===== config.mk =====
export PLATFORM = sky130hd
export DESIGN_NAME = fsm_step_sequencer
export DESIGN_NICKNAME = d
export VERILOG_FILES = /design/src/rtl/fsm_step_sequencer.sv
export SDC_FILE = /design/constraint.sdc
export NUM_CORES = 1
export LEC_CHECK = 0
export CAP_MARGIN = 15
export CORE_MARGIN = 4
export CORE_UTILIZATION = 50
export CTS_CLUSTER_DIAMETER = 100
export DETAILED_ROUTE_END_ITERATION = 8
export PLACE_DENSITY = 0.73
export SYNTH_ARGS = -nofsm -noshare
export SYNTH_HDL_FRONTEND = slang
export SYNTH_SLANG_ARGS = --single-unit

===== constraint.sdc =====
create_clock -name clk -period 6.2 [get_ports clk]
set_clock_uncertainty 0.15 [all_clocks]
set_input_delay 0.62 -clock clk [delete_from_list [all_inputs] [get_ports clk]]
set_output_delay 0.62 -clock clk [all_outputs]
set_load 0.01 [all_outputs]

===== src/rtl/fsm_step_sequencer.sv =====
// Step pulse sequencer: debounced button and auto timer arbitration.
// Ports: clk, rst_n, btn_n, sw_in[1:0], auto_en -> step, sw_out[1:0], src, busy, drop_cnt[7:0].
module fsm_step_sequencer #(
    parameter int DEB_CYCLES  = 16,
    parameter int AUTO_PERIOD = 100,
    parameter int GAP_CYCLES  = 4
) (
    input  logic       clk,
    input  logic       rst_n,
    input  logic       btn_n,
    input  logic [1:0] sw_in,
    input  logic       auto_en,
    output logic       step,
    output logic [1:0] sw_out,
    output logic       src,
    output logic       busy,
    output logic [7:0] drop_cnt
);

    localparam int DW = (DEB_CYCLES > 1) ? $clog2(DEB_CYCLES) : 1;
    localparam int AW = (AUTO_PERIOD > 1) ? $clog2(AUTO_PERIOD) : 1;
    localparam int GW = (GAP_CYCLES > 0) ? $clog2(GAP_CYCLES + 1) : 1;

    localparam logic [DW-1:0] DEB_MAX  = DW'(DEB_CYCLES - 1);
    localparam logic [AW-1:0] AUTO_MAX = AW'(AUTO_PERIOD - 1);
    localparam logic [GW-1:0] GAP_LOAD = GW'(GAP_CYCLES);
    localparam bit            HAS_GAP  = (GAP_CYCLES > 0);

    localparam logic [0:0] S_IDLE = 1'b0;
    localparam logic [0:0] S_GAP  = 1'b1;

    logic          btn_s1;
    logic          btn_s2;
    logic [1:0]    sw_s1;
    logic [1:0]    sw_s2;
    logic [DW-1:0] deb_cnt;
    logic          deb_lvl;
    logic          deb_lvl_d;
    logic          press;
    logic [AW-1:0] auto_cnt;
    logic          wrap;
    logic          man_pend;
    logic          auto_pend;
    logic          auto_req;
    logic          any_req;
    logic          win_auto;
    logic          gnt_man;
    logic          gnt_auto;
    logic          drop_man;
    logic          drop_auto;
    logic [8:0]    drop_sum;
    logic [0:0]    state;
    logic [GW-1:0] gap_cnt;
    logic          last_src;

    always_ff @(posedge clk) begin
        if (!rst_n) begin
            btn_s1 <= 1'b1;
            btn_s2 <= 1'b1;
            sw_s1  <= 2'b00;
            sw_s2  <= 2'b00;
        end else begin
            btn_s1 <= btn_n;
            btn_s2 <= btn_s1;
            sw_s1  <= sw_in;
            sw_s2  <= sw_s1;
        end
    end

    always_ff @(posedge clk) begin
        if (!rst_n) begin
            deb_cnt   <= '0;
            deb_lvl   <= 1'b1;
            deb_lvl_d <= 1'b1;
        end else begin
            deb_lvl_d <= deb_lvl;
            if (btn_s2 != deb_lvl) begin
                if (deb_cnt == DEB_MAX) begin
                    deb_lvl <= btn_s2;
                    deb_cnt <= '0;
                end else begin
                    deb_cnt <= deb_cnt + DW'(1);
                end
            end else begin
                deb_cnt <= '0;
            end
        end
    end

    // Press = debounced level just fell; release is ignored.
    assign press = deb_lvl_d & ~deb_lvl;

    assign wrap = auto_en & (auto_cnt == AUTO_MAX);

    always_ff @(posedge clk) begin
        if (!rst_n || !auto_en) begin
            auto_cnt <= '0;
        end else if (wrap) begin
            auto_cnt <= '0;
        end else begin
            auto_cnt <= auto_cnt + AW'(1);
        end
    end

    // A stale auto request is masked as soon as the timer is disabled.
    assign auto_req = auto_pend & auto_en;
    assign any_req  = man_pend | auto_req;

    always_comb begin
        win_auto = 1'b0;
        unique case ({man_pend, auto_req})
            2'b01:   win_auto = 1'b1;
            2'b11:   win_auto = ~last_src;
            default: win_auto = 1'b0;
        endcase
    end

    assign gnt_man  = (state == S_IDLE) & any_req & ~win_auto;
    assign gnt_auto = (state == S_IDLE) & any_req & win_auto;

    // A new request arriving with the grant is kept, not dropped.
    assign drop_man  = press & man_pend & ~gnt_man;
    assign drop_auto = wrap & auto_pend & ~gnt_auto;
    assign drop_sum  = {1'b0, drop_cnt} + {8'd0, drop_man} + {8'd0, drop_auto};

    always_ff @(posedge clk) begin
        if (!rst_n) begin
            man_pend <= 1'b0;
        end else if (press) begin
            man_pend <= 1'b1;
        end else if (gnt_man) begin
            man_pend <= 1'b0;
        end
    end

    always_ff @(posedge clk) begin
        if (!rst_n || !auto_en) begin
            auto_pend <= 1'b0;
        end else if (wrap) begin
            auto_pend <= 1'b1;
        end else if (gnt_auto) begin
            auto_pend <= 1'b0;
        end
    end

    always_ff @(posedge clk) begin
        if (!rst_n) begin
            drop_cnt <= 8'd0;
        end else begin
            drop_cnt <= drop_sum[8] ? 8'hFF : drop_sum[7:0];
        end
    end

    always_ff @(posedge clk) begin
        if (!rst_n) begin
            state    <= S_IDLE;
            gap_cnt  <= '0;
            step     <= 1'b0;
            busy     <= 1'b0;
            sw_out   <= 2'b00;
            src      <= 1'b0;
            last_src <= 1'b1;
        end else begin
            step <= 1'b0;
            unique case (state)
                S_IDLE: begin
                    if (any_req) begin
                        step     <= 1'b1;
                        sw_out   <= sw_s2;
                        src      <= win_auto;
                        last_src <= win_auto;
                        gap_cnt  <= GAP_LOAD;
                        if (HAS_GAP) begin
                            state <= S_GAP;
                            busy  <= 1'b1;
                        end
                    end
                end
                S_GAP: begin
                    if (gap_cnt == GW'(1)) begin
                        state <= S_IDLE;
                        busy  <= 1'b0;
                    end else begin
                        gap_cnt <= gap_cnt - GW'(1);
                    end
                end
                default: begin
                    state <= S_IDLE;
                    busy  <= 1'b0;
                end
            endcase
        end
    end

endmodule


==> results of run 1 <==
## where the power goes
part           internal [mW]  leakage [nW]  total (mW)  switching [mW]
Sequential             0.253         0.316       0.254         0.00121
Combinational        0.00473         0.328      0.0105         0.00573
Clock                 0.0442        0.0293       0.119          0.0746
Total                  0.302         0.673       0.384          0.0815
## how the worst max path moves through the flow
stage / slack (ns) / endpoint / cells after the start / start
global route: 2.85 / drop_cnt[3]$_SDFF_PN0_ / 10 / auto_en
finish: 2.96 / drop_cnt[1]$_SDFF_PN0_ / 10 / auto_en
CTS: 2.99 / drop_cnt[1]$_SDFF_PN0_ / 10 / auto_en
floorplan: 3.43 / drop_cnt[0]$_SDFF_PN0_ / 9 / auto_en
global placement: 2.72 / drop_cnt[0]$_SDFF_PN0_ / 10 / auto_en
detailed placement: 2.62 / drop_cnt[1]$_SDFF_PN0_ / 10 / auto_en
## per-layer routing
layer / wire length (µm) / GRT usage, % / vias up
met2: 1390 / 26.5 / 22
met3: 119 / 5.33 / 4
met5: 0 / 0 / -
li1: - / - / 606
met1: 1110 / 15.6 / 554
met4: 55 / 7.28 / 0
## final cells by class
| class | instances | area share (%) |
|---|---|---|
| Clock buffer | 7 | 2.53 |
| Clock inverter | 1 | 0.281 |
| Inverter | 11 | 2.32 |
| Multi-Input combinational cell | 116 | 38.8 |
| Sequential cell | 39 | 43.8 |
| Tap cell | 31 | 2.18 |
| Timing Repair Buffer | 18 | 10.1 |
## cells by family after synthesis
group | count (synthesis)
AND/OR/NAND/NOR | 72
flip-flops | 39
AO/OA/AOI/OAI | 25
buffers and inverters | 15
XOR/XNOR | 11
adder cells (fa/ha/maj) | 6
multiplexers | 2
## sequential cells by signal (all words and copies together) (netlist names)
name / flops
auto_cnt: 7
auto_pend: 1
btn_s1: 1
btn_s2: 1
busy: 1
deb_cnt: 4
deb_lvl: 1
deb_lvl_d: 1
drop_cnt: 8
gap_cnt: 3
last_src: 1
man_pend: 1
src: 1
state: 1
step: 1
sw_out: 2
sw_s1: 2
sw_s2: 2
## worst register-to-register path, stage by stage (launching register included)
cell and delay, ns:
dfxtp_1 0.39, ha_1 0.26, nand4_1 0.11, or4_4 0.43, or2_1 0.24, fa_1 0.41, inv_1 0.07, ha_1 0.18
and4_1 0.26, nand4_1 0.23, a21oi_1 0.21
## placed cells by master, fill, tap and decap left out, drive strengths merged, types with 2 or more instances in the layout
| cell type | Yosys | final |
|---|---|---|
| xnor2 | 4 | 4 |
| or2 | 4 | 4 |
| and2 | 4 | 4 |
| nand3 | 11 | 11 |
| nand2 | 17 | 17 |
| clkbuf | 3 | 7 |
| mux2i | 2 | 2 |
| inv | 11 | 11 |
| clkdlybuf4s50 | 0 | 18 |
| nand4 | 3 | 3 |
| and3 | 3 | 3 |
| o21ai | 3 | 3 |
| nor2 | 17 | 17 |
| dfxtp | 39 | 39 |
| xor2 | 7 | 7 |
| ha | 5 | 5 |
| a21oi | 18 | 18 |
| nor3 | 2 | 2 |
| nand2b | 6 | 6 |
## per-stage QoR
stage	utilization, %	instance area, µm²	hold WS [ns]	cells
2_1_floorplan	-	1530	0.236	170
3_3_place_gp	61.3	1730	0.247	215
3_5_place_dp	61.3	1730	0.249	215
4_1_cts	63.0	1780	0.282	223
5_1_grt	63.0	1780	0.299	223
6_report	63.0	1780	0.275	223
==> impl_metrics.csv, run 1 <==
group,metric,value,unit
critical_path,r2r_slack,3.19,ns
critical_path,r2r-start,"auto_cnt[0]$_SDFF_PP0_",
synth,ys_dominant_reg_cell,"dfxtp_1",
critical_path,cp-end-kind,"flip-flop",
placed_design,hpwl,1.98,mm
cts,clock-root-buffer,"clkbuf_4",
layout,num_antenna_cells,0,
synth,yosys.area_share.simple,23.5,%
drt,drtPass1Iterations,4,
power,peakVddDrop,0.153,mV
floorplanning,die_w,63.3,µm
global_routing,grt_pass1_wl,4.73,mm
timing,final_max_slew_viol_count,0,
critical_path,critPathArrivalTime,3.36,ns
critical_path,worstSetupStartpointType,"input port",
cts,clock-sinks,39,
layout,drive_gt1_share,5.21,%
timing,max_freq,308,MHz
cts,numCtsBuffers,5,
layout,nets,203,
cts,clk_path_buf_depth,2,
critical_path,worstReg2RegEnd,"drop_cnt[1]$_SDFF_PN0_",
run,max_cap_viol_count,0,
synth,synthMuxAreaShare,1.31,%
power,power_density,215,nW/µm²
synth,synth_largest_area_cell,"dfxtp_1",
drt,drtAntennaViolNets,0,
cts,htree_num_levels,2,
cts,cts.reportedPaths.clkPinSlew,0.10,ns
synth,synth_top_area_share,51.0,%
synth,synth_common_cells,"dfxtp_1 (39), a21oi_1 (18), nand2_1 (17), nor2_1 (17)",
layout,seq_area,781,µm²
status,status,"finished, final reports clean",
synth,syn_area_per_cell,9.00,µm²
timing,tightest_slew,0.520,ns
min_path,holdCritPathClass,"flip-flop to flip-flop",
floorplanning,initial_core_util,54.1,%
synth,synth_edf_count,0,
placed_design,place_congestion,0.802,
drt,viasPerCell,5.32,
timing,min_period,3.24,ns
timing,fin_ws,2.96,ns
synth,ys_async_sr_fraction,0,%
power,leakage,0.673,nW
global_routing,grt_overflow,0,
floorplanning,rows,19,
critical_path,crit_family,"simple AND/OR/NAND/NOR gates",
synth,synth_cells,170,
layout,areaGrowthSynthToFinish,16.5,%
cts,cts_tree,"done",
cts,postCtsResizedCells,0,
synth,synth_warnings,0,
drt,routed_wl,2.68,mm
timing,slew_headroom,65.2,%
critical_path,critPathMaxStageDelay,0.58,ns
synth,synth_nets,182,
timing,final-setup-viol-count,0,
floorplanning,die_y,63.3,µm
synth,seq_area_frac_synth,51.0,%
critical_path,worstPathRequired,6.31,ns
drt,vias,1186,
min_path,holdPathStages,1,
min_path,hp-start,"btn_s1$_SDFF_PN1_",
critical_path,critical_path_class,"input port to flip-flop",
floorplanning,dieArea,4010,µm²
synth,synthAdderAreaFrac,5.40,%
synth,yosysMostFrequentCell,"dfxtp_1",
cts,insertion_delay,0.33,ns
timing,finalHoldViolCount,0,
synth,ys_ff_latch,39,
drt,wl_per_cell,12.0,µm
global_routing,track_usage,15.0,%
floorplanning,core,2830,µm²
critical_path,crit_fanout,6,
synth,syn_area,1530,µm²
power,power,0.384,mW
synth,synth_top_family_by_area,"simple AND/OR/NAND/NOR gates",
critical_path,crit_buf_inv,2,
critical_path,crit_path_top_delay_cell,"clkdlybuf4s50_1",
drt,drt-initial-drc-count,33,
global_routing,grt_pass1_vias,1109,
drt,route.detailed.drc,0,
critical_path,cpMostUsedCell,"nand4_1",
min_path,hold_path_end,"btn_s2$_SDFF_PN1_",
synth,synth-xor-area-share,6.30,%
cts,cts_setup_buffers,0,
critical_path,worst_r2r_path_depth,10,
global_routing,grt_antenna_before_repair,0,
floorplanning,io_pins,19,
synth,synth-compound-area-share,8.67,%
critical_path,cp_cell_sequence,"clkdlybuf4s50_1 > nand4_1 > or4_4 > or2_1 > fa_1 > inv_1 > ha_1 > and4_1 > nand4_1 > a21oi_1",
layout,multi_input_area,692,µm²
placed_design,dp_slack,2.62,ns
global_routing,grt_max_degree,17,
layout,fillers,240,
placed_design,portBuffers,18,
timing,grt_setup_unrepaired,"false",
synth,yosys-top-cells-area,"dfxtp_1 (51%), a21oi_1 (5.9%), nand2_1 (4.2%)",
synth,synth.distinct_cells,30,
timing,period_share,52.3,%
cts,holdBufCountCts,0,
timing,tns,0,ns
No activity file was read; power rests on OpenSTA's default activity.
==> run 2, diff against run 1 <==
==> constraint.sdc (replaced) <==
create_clock -name clk -period 3.2 [get_ports clk]
set_clock_uncertainty 0.15 [all_clocks]
set_input_delay 0.32 -clock clk [delete_from_list [all_inputs] [get_ports clk]]
set_output_delay 0.32 -clock clk [all_outputs]
set_load 0.01 [all_outputs]
==> run 2 against run 1 <==
Effect of this change:
- first-iteration DRC count increased by 120%
- sequential power up 94%
- largest cell class unchanged
- critical path type is now flip-flop to flip-flop
- sequential cell count did not move
- worst setup slack lost 2.7 ns
- non-clock buffer count is 1 higher
- register-to-register slack got worse by 3.0 ns
- core utilization grew 1.5 points
- global-route usage grew 0.48 points
==> impl_metrics.csv, run 2 (same netlist as run 1, synthesis figures left out) <==
group,metric,value,unit
floorplanning,initial_core_util,54.1,%
power,power_density,434,nW/µm²
power,power,0.794,mW
cts,holdBufCountCts,0,
cts,clock-sinks,39,
drt,vias,1177,
power,peakVddDrop,0.290,mV
timing,tns,0,ns
drt,route.detailed.drc,0,
global_routing,track_usage,15.5,%
min_path,holdCritPathClass,"flip-flop to flip-flop",
cts,htree_num_levels,2,
drt,drtPass1Iterations,4,
drt,viasPerCell,5.25,
critical_path,worst_r2r_path_depth,10,
critical_path,worstReg2RegEnd,"drop_cnt[3]$_SDFF_PN0_",
timing,final_max_slew_viol_count,0,
timing,final-setup-viol-count,0,
layout,top_register,"drop_cnt",
min_path,hold_path_end,"btn_s2$_SDFF_PN1_",
layout,fillers,236,
critical_path,cp_cell_sequence,"ha_2 > nand4_1 > or4_4 > or2_1 > fa_1 > inv_1 > ha_1 > and4_4 > nand4_1 > a21oi_1",
critical_path,worstPathRequired,3.32,ns
drt,routed_wl,2.67,mm
cts,insertion_delay,0.34,ns
layout,top_regs,"drop_cnt x8, auto_cnt x7, deb_cnt x4",
layout,num_antenna_cells,0,
placed_design,hpwl,2.03,mm
cts,cts.reportedPaths.clkPinSlew,0.10,ns
drt,drtAntennaViolNets,0,
critical_path,critPathArrivalTime,3.10,ns
floorplanning,rows,19,
global_routing,grt_max_degree,17,
critical_path,cp-end-kind,"flip-flop",
critical_path,crit_fanout,5,
timing,period_share,93.1,%
timing,finalHoldViolCount,0,
layout,multi_input_area,708,µm²
critical_path,crit_path_top_delay_cell,"or4_4",
timing,max_freq,336,MHz
placed_design,portBuffers,18,
cts,clk_path_buf_depth,2,
floorplanning,die_w,63.3,µm
cts,clock-root-buffer,"clkbuf_4",
timing,grt_setup_unrepaired,"false",
global_routing,grt_overflow,0,
timing,tightest_slew,0.542,ns
floorplanning,dieArea,4010,µm²
status,status,"finished, final reports clean",
floorplanning,io_pins,19,
timing,slew_headroom,63.8,%
placed_design,place_congestion,0.802,
critical_path,worstSetupStartpointType,"flip-flop",
critical_path,critPathMaxStageDelay,0.43,ns
min_path,hp-start,"btn_s1$_SDFF_PN1_",
critical_path,cpMostUsedCell,"nand4_1",
drt,drt-initial-drc-count,72,
critical_path,r2r_slack,0.22,ns
drt,wl_per_cell,11.9,µm
power,leakage,0.686,nW
cts,cts_setup_buffers,0,
layout,drive_gt1_share,9.33,%
layout,layout_common_cells,"dfxtp_1 (38), clkdlybuf4s50_1 (18), nand2_1 (17), nor2_1 (17), a21oi_1 (15)",
floorplanning,die_y,63.3,µm
global_routing,grt_antenna_before_repair,0,
critical_path,r2r-start,"auto_cnt[1]$_SDFF_PP0_",
min_path,holdPathStages,1,
global_routing,grt_pass1_wl,4.86,mm
layout,final_common_cell,"dfxtp_1",
layout,seq_area,782,µm²
layout,areaGrowthSynthToFinish,19.4,%
global_routing,grt_pass1_vias,1150,
layout,nets,204,
timing,min_period,2.98,ns
cts,cts_tree,"done",
critical_path,critical_path_class,"flip-flop to flip-flop",
run,max_cap_viol_count,0,
cts,numCtsBuffers,5,
floorplanning,core,2830,µm²
layout,largest_reg_flops,8,
==> run 2: worst max-delay path, delay by kind of cell (launching register included) <==
family | cells | cell delay (ns)
AOI/OAI and AO/OA | 1 | 0.22
buffers and inverters | 1 | 0.07
adders and majority gates | 3 | 0.82
and+or+nand+nor | 5 | 1.29
DFF | 1 | 0.37
==> run 2: power by group <==
| group | total [mW] | switching, mW | leakage [nW] | internal (mW) |
|---|---|---|---|---|
| clock network | 0.279 | 0.150 | 0.0386 | 0.129 |
| registers | 0.493 | 0.00231 | 0.316 | 0.490 |
| logic | 0.0218 | 0.0117 | 0.331 | 0.0100 |
==> run 2: worst max-delay path by stage <==
stage                     cells after the start              startpoint                endpoint  slack (ns)
after global placement                       10                 auto_en  drop_cnt[0]$_SDFF_PN0_        0.13
after floorplan                              10  auto_cnt[0]$_SDFF_PP0_  drop_cnt[0]$_SDFF_PN0_        0.46
after global routing                         10  auto_cnt[1]$_SDFF_PP0_  drop_cnt[3]$_SDFF_PN0_       0.002
after CTS                                    10  auto_cnt[0]$_SDFF_PP0_  drop_cnt[2]$_SDFF_PN0_        0.19
final                                        10  auto_cnt[1]$_SDFF_PP0_  drop_cnt[3]$_SDFF_PN0_        0.22
after detailed placement                     10                 auto_en  drop_cnt[2]$_SDFF_PN0_        0.03
==> run 2: per-layer routing <==
metal	vias up	global-route usage, %	wire (µm)
met3	4	5.86	101
met4	0	6.47	36
li1	608	-	-
met5	-	0	0
met2	18	27.5	1410
met1	547	16.2	1120
==> run 2: final cells by class <==
| class | count | share of cell area, % |
|---|---|---|
| clock buffer | 8 | 3.77 |
| inverter | 11 | 2.26 |
| multi-input combinational | 116 | 38.8 |
| sequential | 39 | 42.8 |
| tap | 31 | 2.12 |
| timing repair buffer | 19 | 10.3 |
==> run 2: per-stage QoR <==
| stage | worst slack (ns) | util [%] | cell area [µm²] | hold slack, ns | instances |
|---|---|---|---|---|---|
| final | 0.220 | 64.6 | 1830 | 0.271 | 224 |
| after detailed placement | 0.0326 | 61.5 | 1740 | 0.249 | 216 |
| after global routing | 0.00156 | 64.6 | 1830 | 0.297 | 224 |
| after floorplan | 0.464 | - | 1530 | 0.236 | 170 |
| after global placement | 0.126 | 61.5 | 1740 | 0.243 | 216 |
| after CTS | 0.195 | 64.0 | 1810 | 0.273 | 224 |
==> run 2: what timing repair did <==
action | CTS | global route
setup endpoints to repair | 0 | 3
gates resized for setup | 0 | 6
endpoints found under the hold margin | 0 | 0
==> run 3, diff against run 2 <==
--- a/config.mk
+++ b/config.mk
@@ -11,6 +11,7 @@
 export CTS_CLUSTER_DIAMETER = 100
 export DETAILED_ROUTE_END_ITERATION = 8
 export PLACE_DENSITY = 0.73
+export SKIP_CTS_REPAIR_TIMING = 1
 export SYNTH_ARGS = -nofsm -noshare
 export SYNTH_HDL_FRONTEND = slang
 export SYNTH_SLANG_ARGS = --single-unit
==> results of run 3 <==
The final DEF is identical to that of run 2; final timing and power are the same.
